==> config.mk <==
export PLATFORM = sky130hd
export DESIGN_NAME = cam_frame_writer
export DESIGN_NICKNAME = d
export VERILOG_FILES = /design/src/rtl/cam_frame_writer_pkg.sv /design/src/rtl/cam_sync_edge.sv /design/src/rtl/cam_frame_writer.sv
export SDC_FILE = /design/constraint.sdc
export NUM_CORES = 1
export LEC_CHECK = 0
export ABC_AREA = 1
export ABC_CLOCK_PERIOD_IN_PS = 2100
export BUFFER_PORTS_ARGS = -buffer_cell sky130_fd_sc_hd__buf_2
export CAP_MARGIN = 30
export CORE_ASPECT_RATIO = 1.75
export CORE_MARGIN = 2
export CORE_UTILIZATION = 30
export DETAILED_ROUTE_END_ITERATION = 7
export PLACE_DENSITY = 0.45
export SYNTH_ARGS = -nofsm -noshare
export SYNTH_HDL_FRONTEND = slang
export SYNTH_HIERARCHICAL = 1
export SYNTH_SLANG_ARGS = --single-unit
==> constraint.sdc <==
create_clock -name clk -period 2.1 [get_ports clk]
set_clock_uncertainty 0.15 [all_clocks]
set_input_delay 0.21 -clock clk [delete_from_list [all_inputs] [get_ports clk]]
set_output_delay 0.21 -clock clk [all_outputs]
set_load 0.03 [all_outputs]
==> src/rtl/cam_frame_writer_pkg.sv <==
// Shared constants for the 80x60 RGB444 frame buffer.
// Writer and reader blocks agree on geometry, word layout and FSM states.
package cam_frame_writer_pkg;

    localparam int c_cam_cols    = 640;
    localparam int c_cam_rows    = 480;
    localparam int c_dec         = 8;
    localparam int c_img_cols    = c_cam_cols / c_dec;
    localparam int c_img_rows    = c_cam_rows / c_dec;
    localparam int c_img_pxls    = c_img_cols * c_img_rows;
    localparam int c_nb_img_pxls = 13;
    localparam int c_nb_buf      = 12;

    localparam int c_red_msb = 11;
    localparam int c_grn_msb = 7;
    localparam int c_blu_msb = 3;

    typedef enum logic [1:0] {
        S_SYNC,
        S_VBLANK,
        S_ACTIVE,
        S_SKIP
    } state_t;

    function automatic logic [c_nb_buf-1:0] pack_pxl(
        input logic [3:0] r,
        input logic [3:0] g,
        input logic [3:0] b
    );
        logic [c_nb_buf-1:0] p;
        p = '0;
        p[c_red_msb -: 4] = r;
        p[c_grn_msb -: 4] = g;
        p[c_blu_msb -: 4] = b;
        return p;
    endfunction

endpackage

==> src/rtl/cam_sync_edge.sv <==
// Registers camera vsync/href and produces single-cycle edge strobes.
module cam_sync_edge (
    input  logic clk,
    input  logic rst,
    input  logic vsync,
    input  logic href,
    output logic vs_rise,
    output logic vs_fall,
    output logic hr_fall
);

    logic vsync_q;
    logic href_q;

    always_ff @(posedge clk or negedge rst) begin
        if (!rst) begin
            vsync_q <= 1'b0;
            href_q  <= 1'b0;
        end else begin
            vsync_q <= vsync;
            href_q  <= href;
        end
    end

    assign vs_rise = vsync & ~vsync_q;
    assign vs_fall = ~vsync & vsync_q;
    assign hr_fall = ~href & href_q;

endmodule

==> src/rtl/cam_frame_writer.sv <==
// Decimates an RGB444 camera byte stream 8:1 per axis into
// sequential frame-buffer writes, flagging complete or short frames.
module cam_frame_writer
    import cam_frame_writer_pkg::*;
#(
    parameter int p_cam_cols = c_cam_cols,
    parameter int p_cam_rows = c_cam_rows
) (
    input  logic                     clk,
    input  logic                     rst,
    input  logic                     cap_en,
    input  logic                     vsync,
    input  logic                     href,
    input  logic                     byte_vld,
    input  logic [7:0]               cam_data,
    output logic                     we,
    output logic [c_nb_img_pxls-1:0] wr_addr,
    output logic [c_nb_buf-1:0]      wr_pxl,
    output logic                     frame_done,
    output logic                     frame_err
);

    localparam int c_nb_col = $clog2(p_cam_cols + 1);
    localparam int c_nb_row = $clog2(p_cam_rows + 1);
    localparam int c_nb_dec = $clog2(c_dec);
    localparam int c_pxls   = (p_cam_cols / c_dec) * (p_cam_rows / c_dec);

    localparam logic [c_nb_col-1:0]      c_col_lim  = c_nb_col'(p_cam_cols);
    localparam logic [c_nb_row-1:0]      c_row_lim  = c_nb_row'(p_cam_rows);
    localparam logic [c_nb_img_pxls-1:0] c_addr_lim = c_nb_img_pxls'(c_pxls);

    logic vs_rise;
    logic vs_fall;
    logic hr_fall;

    cam_sync_edge u_sync (
        .clk     (clk),
        .rst     (rst),
        .vsync   (vsync),
        .href    (href),
        .vs_rise (vs_rise),
        .vs_fall (vs_fall),
        .hr_fall (hr_fall)
    );

    state_t                   state;
    logic [c_nb_col-1:0]      col;
    logic [c_nb_row-1:0]      row;
    logic [c_nb_img_pxls-1:0] addr;
    logic                     phase;
    logic [3:0]               red;
    logic                     take;
    logic                     keep;

    assign take = byte_vld & href;

    // Keep only the top-left camera pixel of each 8x8 block.
    assign keep = (col[c_nb_dec-1:0] == '0) &&
                  (row[c_nb_dec-1:0] == '0) &&
                  (col < c_col_lim) &&
                  (row < c_row_lim) &&
                  (addr < c_addr_lim);

    always_ff @(posedge clk or negedge rst) begin
        if (!rst) begin
            state      <= S_SYNC;
            col        <= '0;
            row        <= '0;
            addr       <= '0;
            phase      <= 1'b0;
            red        <= '0;
            we         <= 1'b0;
            wr_addr    <= '0;
            wr_pxl     <= '0;
            frame_done <= 1'b0;
            frame_err  <= 1'b0;
        end else begin
            we         <= 1'b0;
            frame_done <= 1'b0;
            frame_err  <= 1'b0;
            unique case (state)
                S_SYNC: begin
                    if (vs_rise) state <= S_VBLANK;
                end
                S_VBLANK: begin
                    col   <= '0;
                    row   <= '0;
                    addr  <= '0;
                    phase <= 1'b0;
                    if (vs_fall) state <= cap_en ? S_ACTIVE : S_SKIP;
                end
                S_SKIP: begin
                    if (vs_rise) state <= S_VBLANK;
                end
                S_ACTIVE: begin
                    if (vs_rise) begin
                        frame_done <= (addr == c_addr_lim);
                        frame_err  <= (addr != c_addr_lim);
                        state      <= S_VBLANK;
                    end else if (hr_fall) begin
                        col   <= '0;
                        phase <= 1'b0;
                        if (row < c_row_lim) row <= row + 1'b1;
                    end else if (take) begin
                        if (!phase) begin
                            red   <= cam_data[3:0];
                            phase <= 1'b1;
                        end else begin
                            phase <= 1'b0;
                            if (col < c_col_lim) col <= col + 1'b1;
                            if (keep) begin
                                we      <= 1'b1;
                                wr_addr <= addr;
                                wr_pxl  <= pack_pxl(red, cam_data[7:4],
                                                    cam_data[3:0]);
                                addr    <= addr + 1'b1;
                            end
                        end
                    end
                end
                default: state <= S_SYNC;
            endcase
        end
    end

endmodule
== After elaboration in Yosys (flattened, before gate mapping) ==
Cells that the tools add are included.
Storage, ports and cells
  input bits: 14
  output and inout port bits: 28
  register bits: 69
  word-level logic and storage cells: 97
Operators by class
  equality and inequality tests: 17
  bitwise gates (word level): 10
  mux-type cells: 35
  add/subtract/negate cells: 3
  magnitude comparators: 3
  reductions and logical operators: 16
Operators by type and width (number)
  $mux 13: 5
  $mux 10: 5
  $mux 9: 3
  $pmux 13 s2: 1
  $pmux 10 s2: 1
  $pmux 9 s2: 1
  $mux 1: 15
  $ne 2x2->1 const B: 7
  $add 13x1->13 const B: 1
  $eq 13x13->1 const B: 1
  $lt 13x13->1 const B: 1
  $ne 13x13->1 const B: 1
  $reduce_and 6->1: 2
  $add 10x1->10 const B: 1
  $lt 10x10->1 const B: 1
  $reduce_and 5->1: 2
  $add 9x1->9 const B: 1
  $lt 9x9->1 const B: 1
  $ne 3x3->1 const B: 3
  $logic_not 3->1: 2
  $not 1->1: 6
  $and 1x1->1: 4
  $eq 2x2->1 const B: 2
  $logic_and 1x1->1: 4
  other kinds (11): 13

== Depth between registers and ports, before layout ==
  word-level depth: 11
  gate-level depth with buffers: 12

== Cells and area by module ==
Netlist, hierarchy kept.
Modules (own cells, without submodules)
  cam_frame_writer: area an instance 3594.7 µm², times used 1, seq. area each 1676.6 µm², cells each 466
  cam_sync_edge: area an instance 72.6 µm², times used 1, seq. area each 50.0 µm², cells each 8

== Worst setup path after synthesis ==
No wires, ideal clock.
  path kind: register to register
  start: register col[0]
  end: register wr_addr[0]
  slack: 407 ps
  path buffers: 1
  cell stages (with the launch flop): 11
  data arrival time: 1421 ps
  library setup time: 122 ps
  path through: dfrtp_1 > inv_1 > ha_1 > nand2_1 > nor2_1 > nand3_1 > nor2_2 > nand2_2 > buf_2 > nand2_1 > o21ai_1
Between the ends
  cells in the longest elaborated chain, start to end: 6
Ends and longest elaborated chain
  start: declaration: RTL line cam_frame_writer.sv:47  | logic [c_nb_col-1:0] col;
  start signal: assignment: RTL line cam_frame_writer.sv:110  | if (col < c_col_lim) col <= col + 1'b1;
  branches (longest 2 deep; another with $lt 10x10->1)
  $logic_and 1x1->1 (*): RTL line cam_frame_writer.sv:59  | (row[c_nb_dec-1:0] == '0) &&
  $logic_and 1x1->1 (*): RTL line cam_frame_writer.sv:60  | (col < c_col_lim) &&
  $logic_and 1x1->1 (*): RTL line cam_frame_writer.sv:61  | (row < c_row_lim) &&
  $reduce_and 6->1 (no source line) (*)
  end signal: assignment: RTL line cam_frame_writer.sv:113  | wr_addr <= addr;
  end: declaration: RTL line cam_frame_writer.sv:17  | output logic [c_nb_img_pxls-1:0] wr_addr,
Mark *: on every way between the ends.
A chain may end at the register's enable or synchronous reset.

== Worst setup path in the final report ==
  start: register col[0]
  end: register wr_addr[2]
Same word-level chain as after synthesis.

==> impl_results.md <==
- Status: finished, final reports clean
- Vias in the first global route: 3,108
- CP Class: flop to flop
- Commonest non-fill, non-tap cell in the layout: nand2_1
- WP data arrival: 1.99 ns
- Critical Path Source Type: flop
- Row cnt: 53
- Peak supply drop: 374 µV
- Final hold violations: 0
- Net Count, Synth: 494
- DP Cell Count: 676
- Clk buf depth: 2
- H-tree Lvls: 3
- Gpl congestion: 0.871
- Clk root buf: clkbuf_16
- Clk slew on worst S/H paths: 0.06 ns
- Critical-path top delay cell: dfrtp_1
- Initial antenna violation count: 0
- Initial core utilization: 30.6%
- Max Fclk: 520 MHz
- Pint: 0.00291 W
- Die Y: 150 µm
- First-pass GRT wire length: 15.0 mm
- Total wire length: 9.80 mm
- Worst endpoint required time: 2.17 ns
- Worst Setup SP: col[0]
- Mean routed wirelength per cell: 13.8 µm
- Core area: 12,000 µm²
- DP Area: 4070 µm²
- CTS buffer count: 9
- Ant. Diodes: 0
- Ratio of cells with drive above 1 in the final layout: 18.2%
- Worst R2R Start: col[0]
- Number of port buffers: 41
- Worst path cell trace: inv_1 -> ha_1 -> nand2_1 -> nor2_2 -> nand3_1 -> nor2_2 -> nand2_4 -> clkbuf_16 -> nand2_1 -> o21ai_1
- DR iter-0 viols: 109
- Final setup vio count: 0
- WP depth: 10
- Ports: 42
- Critical-path maximum fanout: 10
- Pwr Density: 944 nW/µm²
- Post-route cell area: 4650 µm²
- Slew Viols, Final: 0
- Total GRT Usage: 14.8%
- Relative slew slack: 70.5%
- DR vias: 3,233
- R2r setup slk: 0.18 ns
- Largest net degree at the start of global routing: 70
- Clock latency on the worst-skew pair: 0.34 ns
- Logic pwr share: 26.5%
- Layout Area Growth over Synthesis: 26.9%
- Leak: 2.34 nW
- Family with the most delay on the worst path: simple AND/OR/NAND/NOR gates
- Hold Crit Start: href
- Nets: 560
- Clock share of power: 38.1%
- Sw Share: 33.8%
- Yosys warning total: 6
- Die extent in x: 87.6 µm
- Fillers: 1,260
- Worst path buffer plus inverter count: 2
- Reg2reg path depth: 10
- CTS tree: built
- Worst slew pin tran: 0.441 ns
- Setup Total Neg Slack: 0 ns
- Slowest stage delay, CP: 0.44 ns
- Endpoint type of the worst setup path: flop
- RR Endpoint: wr_addr[2]
- Most frequent cells in the layout: nand2_1 (154), dfrtp_1 (69), nand3_1 (46)
- Synthesized area per cell: 7.74 µm²
- Die Area: 13,200 µm²
- Via density: 4.55
- Sw power: 0.00148 W
- #FFs+latches synth: 69
- DRT antenna net count: 0
- Synth Instances: 474
- Seq/Total Area, Yosys: 47.1%
- # DRC: 0
- Gr ovfl total: 0
- Drt first pass iters: 4
- Synth unique cells: 32
- Cell area after synthesis: 3670 µm²
- Post-DP HPWL: 6.57 mm
- Min-Delay Path Class: primary input to flop
- Fin crit share: 91.5%
- Minimum clock period: 1.92 ns
- Maxcap violations: 0
- Total clock sinks: 69
- Sequential share of power: 35.3%
- Non-Filler Instances: 710
- End point of the critical path: wr_addr[2]
[cells by family after synthesis]
logic type | share of synthesized area [%]
AOI/OAI and AO/OA | 6.86
xor gates and xnor gates | 1.91
adders and majority gates | 2.05
buffers and inverters | 7.95
DFF | 47.1
and+or+nand+nor | 34.2
[sequential cells by signal, indices dropped and copies added, names as in the netlist, 2 cells and up]
name,count
wr_pxl,12
row,9
state,2
col,10
wr_addr,13
red,4
addr,13
[cell usage after synthesis (all sizes together)]
master | instances | area share, %
buf | 9 | 2.3
nand4 | 14 | 2.4
a31oi | 2 | 0.34
clkinv | 1 | 0.10
xnor2 | 2 | 0.48
ha | 6 | 2.0
nor3b | 2 | 0.41
clkbuf | 4 | 0.41
o21bai | 1 | 0.20
o21ai | 39 | 5.3
nand3b | 1 | 0.20
nand3 | 49 | 7.3
dfrtp | 69 | 47
nor3 | 4 | 0.55
a21oi | 2 | 0.58
a21o | 2 | 0.41
inv | 50 | 5.1
or2 | 1 | 0.17
nand2 | 163 | 18
nor2 | 47 | 5.6
xor2 | 6 | 1.4
[what timing repair did]
| item | 4_1_cts | 5_1_grt |
|---|---|---|
| hold endpoints to repair | 79 | 0 |
| setup buffers | 0 | 1 |
| hold buffers | 11 | 0 |
| setup endpoints to repair | 0 | 25 |
| resized for setup | 0 | 10 |
[area by class of cell]
type / instances / area (µm²) / share of cell area [%]
flip-flops and latches: 69 / 1730 / 37.1
multi-input cells: 341 / 1660 / 35.8
repair buffers: 67 / 526 / 11.3
clock buffers: 12 / 256 / 5.51
well taps: 165 / 206 / 4.44
inverters: 51 / 195 / 4.20
clock inverters: 4 / 70.1 / 1.51
repair inverters: 1 / 7.51 / 0.161
[power by group through the flow]
stage                     Sequential (W)  Combinational, W  Clock, W
final                            0.00155           0.00117   0.00167
after global routing             0.00157           0.00130   0.00177
after CTS                        0.00155           0.00114   0.00171
after detailed placement         0.00157           0.00112         0
after global placement           0.00157           0.00111         0
after floorplan                  0.00163          0.000772         0
[routing by layer]
| metal | track usage (%) | wire length [µm] | vias up |
|---|---|---|---|
| met4 | 6.85 | 170 | 0 |
| li1 | - | - | 1644 |
| met3 | 2.63 | 218 | 12 |
| met5 | 0 | 0 | - |
| met1 | 15.4 | 3810 | 1532 |
| met2 | 28.0 | 5600 | 45 |
[metrics by stage]
| stage | power (W) | hold slack (ns) | util, % | setup WS (ns) |
|---|---|---|---|---|
| 2_1_floorplan | 0.00241 | -0.236 | - | 0.407 |
| 3_3_place_gp | 0.00268 | 0.123 | 33.9 | 0.305 |
| 3_5_place_dp | 0.00269 | 0.123 | 33.9 | 0.267 |
| 4_1_cts | 0.00440 | 0.0681 | 37.6 | 0.123 |
| 5_1_grt | 0.00464 | 0.0546 | 38.8 | -0.00999 |
| 6_report | 0.00439 | 0.0464 | 38.8 | 0.178 |
[how the worst min path moves through the flow]
stage,to,slack [ns],cells after the start
global route,u_sync/href_q,0.05,2
CTS,state[0],0.07,3
floorplan,addr[0],-0.24,0
detailed placement,wr_addr[6],0.12,2
finish,u_sync/href_q,0.05,2
global placement,wr_addr[6],0.12,2
Power figures use the tool's default switching activity.
